`src/rtl/cp0_regs_if.sv`:
```
// cp0_regs_if: pipeline-to-CP0 bus (M-stage exception inputs, mtc0/mfc0 access, redirect outputs).
`default_nettype none

interface cp0_regs_if;
  logic [31:0] M_PC;
  logic        M_BD;
  logic [4:0]  M_ExcCode;
  logic        M_eret;
  logic [5:0]  HWInt;
  logic        cp0_we;
  logic [4:0]  cp0_addr;
  logic [31:0] cp0_wdata;
  logic [31:0] cp0_rdata;
  logic        req;
  logic [31:0] EPC;

  modport master (
    output M_PC, M_BD, M_ExcCode, M_eret, HWInt, cp0_we, cp0_addr, cp0_wdata,
    input  cp0_rdata, req, EPC
  );

  modport slave (
    input  M_PC, M_BD, M_ExcCode, M_eret, HWInt, cp0_we, cp0_addr, cp0_wdata,
    output cp0_rdata, req, EPC
  );
endinterface

`default_nettype wire

```
`src/rtl/cp0_regs.sv`:
```
// cp0_regs: CP0 SR/Cause/EPC/PRId register file with exception/interrupt request logic.
// Optional macro CP0_EPC_BYPASS_EN forwards an in-flight mtc0 EPC value to the EPC output.
`default_nettype none

module cp0_regs #(
  parameter logic [31:0] PRID = 32'h2021_1120
) (
  input wire logic   clk,
  input wire logic   reset,
  cp0_regs_if.slave  bus
);

  logic [5:0]  sr_im;
  logic        sr_exl;
  logic        sr_ie;
  logic        cause_bd;
  logic [5:0]  cause_ip;
  logic [4:0]  cause_exc;
  logic [31:0] epc_q;

  logic        int_req;
  logic        exc_req;
  logic        take;
  logic [31:0] victim_pc;
  logic        unused_wdata;

  assign int_req   = (|(bus.HWInt & sr_im)) & sr_ie & ~sr_exl;
  assign exc_req   = (bus.M_ExcCode != 5'd0) & ~sr_exl;
  assign take      = int_req | exc_req;
  assign bus.req   = take;
  // A delay-slot victim restarts at its branch so the branch is re-executed.
  assign victim_pc = bus.M_BD ? (bus.M_PC - 32'd4) : bus.M_PC;

  assign unused_wdata = ^{bus.cp0_wdata[31:16], bus.cp0_wdata[9:2]};

  always_ff @(posedge clk or posedge reset) begin
    if (reset) begin
      sr_im     <= 6'd0;
      sr_exl    <= 1'b0;
      sr_ie     <= 1'b0;
      cause_bd  <= 1'b0;
      cause_ip  <= 6'd0;
      cause_exc <= 5'd0;
      epc_q     <= 32'd0;
    end else begin
      cause_ip <= bus.HWInt;
      if (take) begin
        sr_exl    <= 1'b1;
        cause_exc <= int_req ? 5'd0 : bus.M_ExcCode;
        cause_bd  <= bus.M_BD;
        epc_q     <= victim_pc & ~32'h3;
      end else begin
        if (bus.cp0_we) begin
          case (bus.cp0_addr)
            5'd12: begin
              sr_im  <= bus.cp0_wdata[15:10];
              sr_exl <= bus.cp0_wdata[1];
              sr_ie  <= bus.cp0_wdata[0];
            end
            5'd14:   epc_q <= bus.cp0_wdata;
            default: ;
          endcase
        end
        if (bus.M_eret) begin
          sr_exl <= 1'b0;
        end
      end
    end
  end

  always_comb begin
    bus.cp0_rdata = 32'd0;
    case (bus.cp0_addr)
      5'd12:   bus.cp0_rdata = {16'd0, sr_im, 8'd0, sr_exl, sr_ie};
      5'd13:   bus.cp0_rdata = {cause_bd, 15'd0, cause_ip, 3'd0, cause_exc, 2'd0};
      5'd14:   bus.cp0_rdata = epc_q;
      5'd15:   bus.cp0_rdata = PRID;
      default: bus.cp0_rdata = 32'd0;
    endcase
  end

`ifdef CP0_EPC_BYPASS_EN
  assign bus.EPC = (bus.cp0_we && (bus.cp0_addr == 5'd14) && !take) ? bus.cp0_wdata : epc_q;
`else
  assign bus.EPC = epc_q;
`endif

endmodule

`default_nettype wire

```
`src/flat_wrapper.sv`:
```
// flat-port wrapper written by rule: the top's interface ports become plain ports
module cp0_regs_flat 
#(
  parameter logic [31:0] PRID = 32'h2021_1120
)
  (clk, reset, bus_M_PC, bus_M_BD, bus_M_ExcCode, bus_M_eret, bus_HWInt, bus_cp0_we, bus_cp0_addr, bus_cp0_wdata, bus_cp0_rdata, bus_req, bus_EPC);
  cp0_regs_if bus_i ();
  input wire logic clk;
  input wire logic reset;
  input wire logic [$bits(bus_i.M_PC)-1:0] bus_M_PC;
  input wire logic [$bits(bus_i.M_BD)-1:0] bus_M_BD;
  input wire logic [$bits(bus_i.M_ExcCode)-1:0] bus_M_ExcCode;
  input wire logic [$bits(bus_i.M_eret)-1:0] bus_M_eret;
  input wire logic [$bits(bus_i.HWInt)-1:0] bus_HWInt;
  input wire logic [$bits(bus_i.cp0_we)-1:0] bus_cp0_we;
  input wire logic [$bits(bus_i.cp0_addr)-1:0] bus_cp0_addr;
  input wire logic [$bits(bus_i.cp0_wdata)-1:0] bus_cp0_wdata;
  output wire logic [$bits(bus_i.cp0_rdata)-1:0] bus_cp0_rdata;
  output wire logic [$bits(bus_i.req)-1:0] bus_req;
  output wire logic [$bits(bus_i.EPC)-1:0] bus_EPC;
  assign bus_i.M_PC = bus_M_PC;
  assign bus_i.M_BD = bus_M_BD;
  assign bus_i.M_ExcCode = bus_M_ExcCode;
  assign bus_i.M_eret = bus_M_eret;
  assign bus_i.HWInt = bus_HWInt;
  assign bus_i.cp0_we = bus_cp0_we;
  assign bus_i.cp0_addr = bus_cp0_addr;
  assign bus_i.cp0_wdata = bus_cp0_wdata;
  assign bus_cp0_rdata = bus_i.cp0_rdata;
  assign bus_req = bus_i.req;
  assign bus_EPC = bus_i.EPC;
  cp0_regs #(.PRID(PRID)) u_core (.clk(clk), .reset(reset), .bus(bus_i));
endmodule
```
`config.mk`:
```
export PLATFORM = sky130hd
export DESIGN_NAME = cp0_regs_flat
export DESIGN_NICKNAME = d
export VERILOG_FILES = /design/src/rtl/cp0_regs_if.sv /design/src/rtl/cp0_regs.sv /design/src/flat_wrapper.sv
export SDC_FILE = /design/constraint.sdc
export NUM_CORES = 1
export LEC_CHECK = 0
export ABC_AREA = 1
export CORE_ASPECT_RATIO = 0.7
export CORE_MARGIN = 5
export CORE_UTILIZATION = 45
export CTS_CLUSTER_DIAMETER = 150
export DETAILED_ROUTE_END_ITERATION = 8
export GPL_ROUTABILITY_DRIVEN = 0
export PLACE_DENSITY = 0.84
export SETUP_SLACK_MARGIN = 0.02
export SYNTH_ARGS = -nofsm -noshare
export SYNTH_HDL_FRONTEND = slang
export SYNTH_SLANG_ARGS = --single-unit
```
`constraint.sdc`:
```
create_clock -name clk -period 3.8 [get_ports clk]
set_input_delay 0.57 -clock clk [delete_from_list [all_inputs] [get_ports clk]]
set_output_delay 0.57 -clock clk [all_outputs]
set_load 0.02 [all_outputs]
```
==> run metrics, run 1 <==
vias per inst 5.16; RSZ-0062 raised after global routing false; Final period util 82.7%; Setup CP Type input pin to output pin; skew final 0.00390 ns; Synth Instances 600; Int Power 1660 uW; Worst Hold Class flop to flop; largest net degree at the start of global routing 36; clk slew on worst S/H paths 0.06 ns; unique cell type count in the Yosys netlist 31; vias in the first global route 4,332; CP top delay family buffers and inverters; Syn. warnings 0; Routed Antenna Nets 0; root buffer selected by CTS clkbuf_16; power share of the combinational group 51.1%; WP data required 3.23 ns; drt wl/cell 15.2 um; Worst Reg2Reg Path Length in Cells 10; DR iter-0 viols 299; Fin Setup TNS 0 ns; syn nets 686; Crit path top cell by count clkdlybuf4s50_1; DP HPWL 10,200 um; Remaining Overflow, GRT 0; area grow syn2layout 44.9%; Least-Margin Pin Slew 0.574 ns; switch share 43.4%; Sw Pwr 1270 uW; worst skew pair latency 0.29 ns; layout cells sized above 1 7.00%; Core Util, Final 65.7%; total vias in the final route 4,376; Post-route DRC 0; Crit path depth 6; max cap viols 0; r2r startpoint u_core.sr_im[5]$_DFFE_PP0P_; Critical Path Slowest Stage Cell clkdlybuf4s50_1; DIE AREA 10,400 sq um; Leakage 0.00268 uW; first-pass GRT wire length 20,600 um; TritonCTS Buffers 5; CTS H-tree depth 2; register area share after synthesis 34.4%; most frequent cells in the layout nand2_1 (228), clkdlybuf4s50_1 (147), nor2_1 (81); # nets final 828; Final Critical Period 3.14 ns; Ports 150; Final Hold Slack 0.515 ns; Post-CTS Setup Inserts 0; FF-to-FF End u_core.sr_im[5]$_DFFE_PP0P_; clock network fraction of design power 15.6%; cts hold-fix bufs 0; initial antenna violation count 0; Reg power frac 33.4%; Synth Register Bits 52; Design Area, Final 5480 sq um; Die Ht 86.7 um; highest clock rate 318 MHz; CTS tree yes; row count 28; gr usage total 24.6%; final WL 12,900 um; Worst Path Buf+Inv 3; CP Capture Type output pin; crit path max fanout 18; arrival time at the worst endpoint 2.57 ns; highest ir drop seen on vdd 328 uV; commonest non-fill, non-tap cell in the layout nand2_1; status completed; post-synthesis average cell area 6.30 sq um; placed cell area 5330 sq um; Relative slew margins 61.7%; Initial Util 45.3%; Die X 120 um; Longest Clk Path Bufs 2; Fin. Hold Viols 0; CTS resizes 0; setup violators final 0; Worst setup SP type input pin; critical path, cell by cell clkdlybuf4s50_1, nor2_2, nand2_2, clkinv_1, a22o_1, clkdlybuf4s50_1; Fill cells 740; diode count 0; reg-to-reg setup timing slack 1.67 ns; CORE AREA 8340 sq um; IO Port Bufs 147; drt pass-1 iters 5; Pwr per Cell Area 535 nW/um^2; Setup crit start bus_cp0_addr[4]; Slew Viols, Final 0; Critical Path Sink bus_cp0_rdata[0]; Final Power 2930 uW; cell area after synthesis 3780 sq um; max incr delay on CP 0.55 ns; clock sink count 52
## per-stage QoR
stage | setup slack [ns] | cells
after detailed placement | 0.694 | 840
after floorplan | 1.74 | 600
after global routing | 0.566 | 848
final | 0.657 | 848
after CTS | 0.680 | 848
after global placement | 0.721 | 840
## how the worst min path moves through the flow
stage | from | end | depth (start not counted)
final | u_core.bus.EPC[21]$_DFFE_PP0P_ | u_core.bus.EPC[21]$_DFFE_PP0P_ | 2
after global routing | u_core.sr_im[4]$_DFFE_PP0P_ | u_core.sr_im[4]$_DFFE_PP0P_ | 2
after CTS | u_core.sr_im[0]$_DFFE_PP0P_ | u_core.sr_im[0]$_DFFE_PP0P_ | 2
after detailed placement | u_core.bus.EPC[21]$_DFFE_PP0P_ | u_core.bus.EPC[21]$_DFFE_PP0P_ | 2
after global placement | u_core.bus.EPC[29]$_DFFE_PP0P_ | u_core.bus.EPC[29]$_DFFE_PP0P_ | 2
after floorplan | u_core.sr_im[4]$_DFFE_PP0P_ | u_core.sr_im[4]$_DFFE_PP0P_ | 2
## flip-flops by register name, summed over array words and instances, names as in the netlist
signal	count
u_core.bus.EPC	32
u_core.cause_ip	6
u_core.sr_im	6
u_core.cause_exc	5
u_core.cause_bd	1
u_core.sr_exl	1
u_core.sr_ie	1
## power by group through the flow
stage / combinational (uW) / sequential, uW / clock (uW)
floorplan: 665 / 1130 / 0
global placement: 1450 / 975 / 0
detailed placement: 1490 / 980 / 0
CTS: 1500 / 977 / 460
global route: 1640 / 1010 / 482
finish: 1500 / 978 / 456
## worst register-to-register path, cell delays in order, from the launching register on
cell and delay [ns]:
dfrtp_1 0.41, nand2_1 0.08, nand2_1 0.08, a21oi_2 0.17
nand2_2 0.10, nand3_4 0.10, nand2_4 0.17, inv_2 0.38
nand2_2 0.30, nand2_1 0.16, o21ai_2 0.06
## cells in the mapped netlist
library cell / n / share of area (%)
inv_2: 5 / 0.50
buf_4: 3 / 0.60
o211ai_1: 1 / 0.20
nand3_4: 2 / 0.93
a22o_1: 1 / 0.23
a21oi_1: 2 / 0.26
clkbuf_1: 3 / 0.30
nor2_8: 1 / 0.53
xor2_1: 11 / 2.5
buf_2: 10 / 1.3
nor3_1: 2 / 0.26
o21bai_1: 1 / 0.20
o21ai_0: 40 / 5.3
xnor2_1: 2 / 0.46
nand3_1: 35 / 4.6
a21oi_2: 2 / 0.46
nand2_4: 3 / 0.89
nand3_2: 2 / 0.53
clkinv_1: 1 / 0.099
ha_1: 1 / 0.33
nor2_2: 4 / 0.66
nand2_2: 7 / 1.2
inv_1: 80 / 7.9
nand4_1: 3 / 0.50
o31ai_1: 1 / 0.20
o21ai_1: 3 / 0.40
nor2_1: 81 / 8.0
dfrtp_1: 52 / 34
nor2_4: 7 / 2.1
o21ai_2: 6 / 1.4
nand2_1: 228 / 23
## kinds of logic after synthesis
group | synth area share [%]
buffers and inverters | 10.8
flip-flops | 34.4
AND/OR/NAND/NOR | 42.9
XOR/XNOR | 3.01
AO/OA/AOI/OAI | 8.64
adder cells (fa/ha/maj) | 0.331
## layout make-up
class	count	area, sq um	share of cell area (%)
Multi-Input combinational cell	446	2070	37.8
Timing Repair Buffer	151	1500	27.4
Sequential cell	52	1300	23.7
Inverter	86	323	5.89
Clock buffer	6	139	2.53
Tap cell	105	131	2.40
Clock inverter	2	10.0	0.183
## metal layers
layer / global-route usage, % / vias up / share of wire, %
met1: 31.1 / 2010 / 43
met5: 0 / - / 0
met3: 6.52 / 25 / 9.1
met4: 7.17 / 0 / 1.8
met2: 41.9 / 236 / 46
li1: - / 2105 / -
No activity file was read; power rests on OpenSTA's default activity.
==> run 2, diff against run 1 <==
Settings changed: CORE_UTILIZATION 45 to 44, PLACE_DENSITY 0.84 to 0.82.
Clock period 3.8 ns to 2.9 ns, I/O delays scaled along.
==> run 2 against run 1 <==
Net effect:
- non-clock buffer count is 3 higher
- register-to-register slack worse by 0.79 ns
- power is 31% higher
- largest cell class unchanged
- worst setup slack worse by 0.46 ns
- global-route usage is 0.10 points lower
- sequential share of layout area is 0.065 points lower
- combinational power is 32% higher
- routed wire length is 0.53% higher
==> run metrics, run 2 (synthesized netlist as in run 1, its figures left out) <==
Final period util 93.3%; Worst setup SP type input pin; vias per inst 5.09; DR iter-0 viols 306; final WL 13,000 um; Longest Clk Path Bufs 2; Core Util, Final 65.3%; cts hold-fix bufs 0; placed cell count 843; CORE AREA 8410 sq um; Post-route DRC 0; CP Capture Type output pin; commonest non-fill, non-tap cell in the layout nand2_1; Die X 121 um; gr busiest metal met2; clk slew on worst S/H paths 0.07 ns; initial antenna violation count 0; Routed Antenna Nets 0; TritonCTS Buffers 5; Final Power 3850 uW; GR met3 Demand/Resource 6.84%; CTS H-tree depth 2; met2 usage in global routing 42.2%; Remaining Overflow, GRT 0; skew final 0.00583 ns; highest clock rate 370 MHz; Fin. Hold Viols 0; status completed; Worst Hold Class input pin to async pin; arrival time at the worst endpoint 2.27 ns; DIE AREA 10,600 sq um; Least-Margin Pin Slew 0.530 ns; root buffer selected by CTS clkbuf_16; Pwr per Cell Area 700 nW/um^2; Relative slew margins 64.7%; drt wl/cell 15.2 um; DP HPWL 10,400 um; crit path max fanout 18; Design Area, Final 5490 sq um; max cap viols 0; layout cells sized above 1 7.52%; Slew Viols, Final 0; Leakage 0.00268 uW; vias in the first global route 4,225; worst skew pair latency 0.29 ns; IO Port Bufs 147; placed cell area 5350 sq um; WP data required 2.47 ns; RSZ-0062 raised after global routing false; gr usage total 24.5%; row count 28; CTS tree yes; clock sink count 52; diode count 0; Ports 150; register area 1300 sq um; first-pass GRT wire length 20,600 um; Final Critical Period 2.70 ns; max reg flops 32; area grow syn2layout 45.3%; Finished Layout Cells 850; Setup CP Type input pin to output pin; Die Ht 87.6 um; total vias in the final route 4,328; most frequent cells in the layout nand2_1 (228), clkdlybuf4s50_1 (147), nor2_1 (81); Initial Util 45.0%; largest net degree at the start of global routing 30; M1 GR Usage 31.5%; # nets final 831; Fin Setup TNS 0 ns; footprint of the multi-input gates 2070 sq um; highest ir drop seen on vdd 457 uV; setup violators final 0; drt pass-1 iters 7; Fill cells 762
[run 2: worst paths after layout]
kind / start / cells after the start / slack (ns) / endpoint
worst max-delay path: bus_cp0_addr[2] / 8 / 0.20 / bus_cp0_rdata[12]
worst min-delay path: reset / 2 / 0.40 / u_core.bus.EPC[24]$_DFFE_PP0P_
worst max register to register: u_core.sr_im[5]$_DFFE_PP0P_ / 10 / 0.88 / u_core.bus.EPC[15]$_DFFE_PP0P_
worst min register to register: u_core.bus.EPC[30]$_DFFE_PP0P_ / 2 / 0.51 / u_core.bus.EPC[30]$_DFFE_PP0P_
max in group asynchronous: reset / 3 / 1.86 / u_core.bus.EPC[31]$_DFFE_PP0P_
min in group clk: u_core.bus.EPC[30]$_DFFE_PP0P_ / 2 / 0.51 / u_core.bus.EPC[30]$_DFFE_PP0P_
[run 2: layout make-up]
cell class                 count  area share [%]
clock buffer                   5            2.28
clock inverter                 2           0.228
inverter                      86            5.94
multi-input combinational    446            37.7
sequential                    52            23.7
tap                          105            2.39
timing repair buffer         154            27.7
[run 2: report_power, final]
part	total (uW)	internal [uW]	switching (uW)
combinational	1980	827	1150
sequential	1280	1030	257
clock	582	314	267
total	3850	2170	1680
[run 2: worst max-delay path, cell delays in order]
cell and delay [ns]:
clkdlybuf4s50_1 0.45, nand2_1 0.07, nor2_2 0.13, nand2_2 0.09
clkinvlp_4 0.26, nand2_1 0.09, nand4_1 0.09, clkdlybuf4s50_1 0.63
[run 2: stage by stage]
step	hold WS [ns]	setup slack, ns
2_1_floorplan	0.466	1.11
3_3_place_gp	0.493	0.108
3_5_place_dp	0.494	0.0596
4_1_cts	0.406	0.0589
5_1_grt	0.453	0.0495
6_report	0.401	0.195
[run 2: metal layers]
layer / routed length [um] / part of all wire, %
met1: 5610 / 43
met3: 1150 / 8.9
met4: 136 / 1.0
met5: 0 / 0
met2: 6050 / 47
[run 2: repair_timing]
item	4_1_cts	5_1_grt
resized for setup	0	2
endpoints found under the setup margin	0	12
buffers inserted	0	0
==> run 3, diff against run 2 <==
--- a/config.mk
+++ b/config.mk
@@ -16,2 +16,3 @@
 export SETUP_SLACK_MARGIN = 0.02
+export SLEW_MARGIN = 20
 export SYNTH_ARGS = -nofsm -noshare
--- a/constraint.sdc
+++ b/constraint.sdc
@@ -3,2 +3,2 @@
 set_output_delay 0.435 -clock clk [all_outputs]
-set_load 0.02 [all_outputs]
+set_load 0.1 [all_outputs]
==> run 3 against run 2 <==
Net effect:
- core utilization grew 3.1 points
- register-to-register slack improved by 0.02 ns
- first-iteration DRC count decreased by 23%
- clock power increased by 4.6%
- fmax grew 4.8%
- routed wire length fell by 0.88%
- die area unchanged
- clock skew down 0.00077 ns
- hold slack got worse by 0.037 ns
- worst setup slack better by 0.12 ns
- critical endpoint is now bus_cp0_rdata[0]
- highest routed layer unchanged
==> run metrics, run 3 (synthesized netlist as in run 1, its figures left out) <==
CP Capture Type output pin; setup violators final 0; DP HPWL 10,500 um; Pwr per Cell Area 923 nW/um^2; FF-to-FF End u_core.bus.EPC[30]$_DFFE_PP0P_; Remaining Overflow, GRT 0; Initial Util 45.0%; Routed Antenna Nets 0; layout cells sized above 1 16.0%; status completed; worst skew pair latency 0.29 ns; Final period util 89.0%; Least-Margin Pin Slew 0.639 ns; gr usage total 24.5%; Relative slew margins 57.4%; reg-to-reg setup timing slack 0.90 ns; CTS tree yes; r2r startpoint u_core.sr_im[4]$_DFFE_PP0P_; RSZ-0062 raised after global routing false; Setup crit start bus_cp0_addr[4]; Post-CTS Setup Inserts 0; first-pass GRT wire length 20,600 um; commonest non-fill, non-tap cell in the layout nand2_1; vias in the first global route 4,238; initial antenna violation count 0; drt wl/cell 15.1 um; Post-route DRC 0; # nets final 831; Slew Viols, Final 0; Worst Reg2Reg Path Length in Cells 10; Fin Setup TNS 0 ns; CORE AREA 8410 sq um; Die Ht 87.6 um; most frequent cells in the layout nand2_1 (228), clkdlybuf4s50_1 (82), nor2_1 (81); highest ir drop seen on vdd 985 uV; IO Port Bufs 147; Ports 150; DR iter-0 viols 235; WP data required 2.47 ns; Die X 121 um; Leakage 0.00288 uW; total vias in the final route 4,224; area grow syn2layout 52.2%; largest net degree at the start of global routing 47; Final Critical Period 2.58 ns; clk slew on worst S/H paths 0.07 ns; Longest Clk Path Bufs 2; max cap viols 0; clock sink count 52; root buffer selected by CTS clkbuf_16; CTS resizes 0; Setup CP Type input pin to output pin; arrival time at the worst endpoint 2.15 ns; crit path max fanout 18; drt pass-1 iters 5; placed cell count 843; skew final 0.00505 ns; max reg flops 32; diode count 0; row count 28; TritonCTS Buffers 5; Worst Hold Class input pin to async pin; DIE AREA 10,600 sq um; CTS H-tree depth 2; Finished Layout Cells 851; Final Power 5310 uW; vias per inst 4.96; cts hold-fix bufs 0; highest clock rate 388 MHz; Fin. Hold Viols 0; final WL 12,800 um; Worst setup SP type input pin
-- run 3: layout make-up --
| type | instances | area, sq um |
|---|---|---|
| Fill cell | 703 | 2660 |
| Inverter | 86 | 323 |
| Sequential cell | 52 | 1300 |
| Tap cell | 105 | 131 |
| Multi-Input combinational cell | 446 | 2070 |
| Clock inverter | 1 | 7.51 |
| Timing Repair Buffer | 154 | 1770 |
| Clock buffer | 7 | 143 |
-- run 3: power breakdown --
part	switching [uW]	total, uW	internal [uW]
registers	254	1280	1030
logic	2630	3420	790
clock network	265	609	344
total	3150	5310	2160
-- run 3: worst max-delay path by stage --
stage | slack (ns) | to
4_1_cts | 0.31 | bus_cp0_rdata[6]
3_5_place_dp | 0.32 | bus_cp0_rdata[6]
2_1_floorplan | -0.39 | bus_cp0_rdata[2]
3_3_place_gp | 0.34 | bus_cp0_rdata[0]
5_1_grt | 0.17 | bus_cp0_rdata[3]
6_report | 0.32 | bus_cp0_rdata[0]
-- run 3: worst max-delay path, stage by stage --
cell and delay (ns):
clkdlybuf4s50_1 0.49, nor2_2 0.06, nand2_2 0.11, clkinv_1 0.45
a22o_1 0.41, buf_12 0.18
-- run 3: metrics by stage --
step / hold WS [ns] / setup slack [ns] / instance area (sq um) / util, %
detailed placement: 0.491 / 0.321 / 5600 / 66.6
global route: 0.376 / 0.171 / 5750 / 68.4
global placement: 0.495 / 0.338 / 5600 / 66.6
floorplan: 0.466 / -0.391 / 3780 / -
finish: 0.365 / 0.320 / 5750 / 68.4
CTS: 0.359 / 0.312 / 5750 / 68.4
-- run 3: metal layers --
metal  share of wire (%)  GRT usage, %  up-vias
met3                 9.1          6.52       23
met5                   0             0        -
met1                  44          32.4     1898
met4                 1.6          6.07        0
li1                    -             -     2112
met2                  46          40.6      191
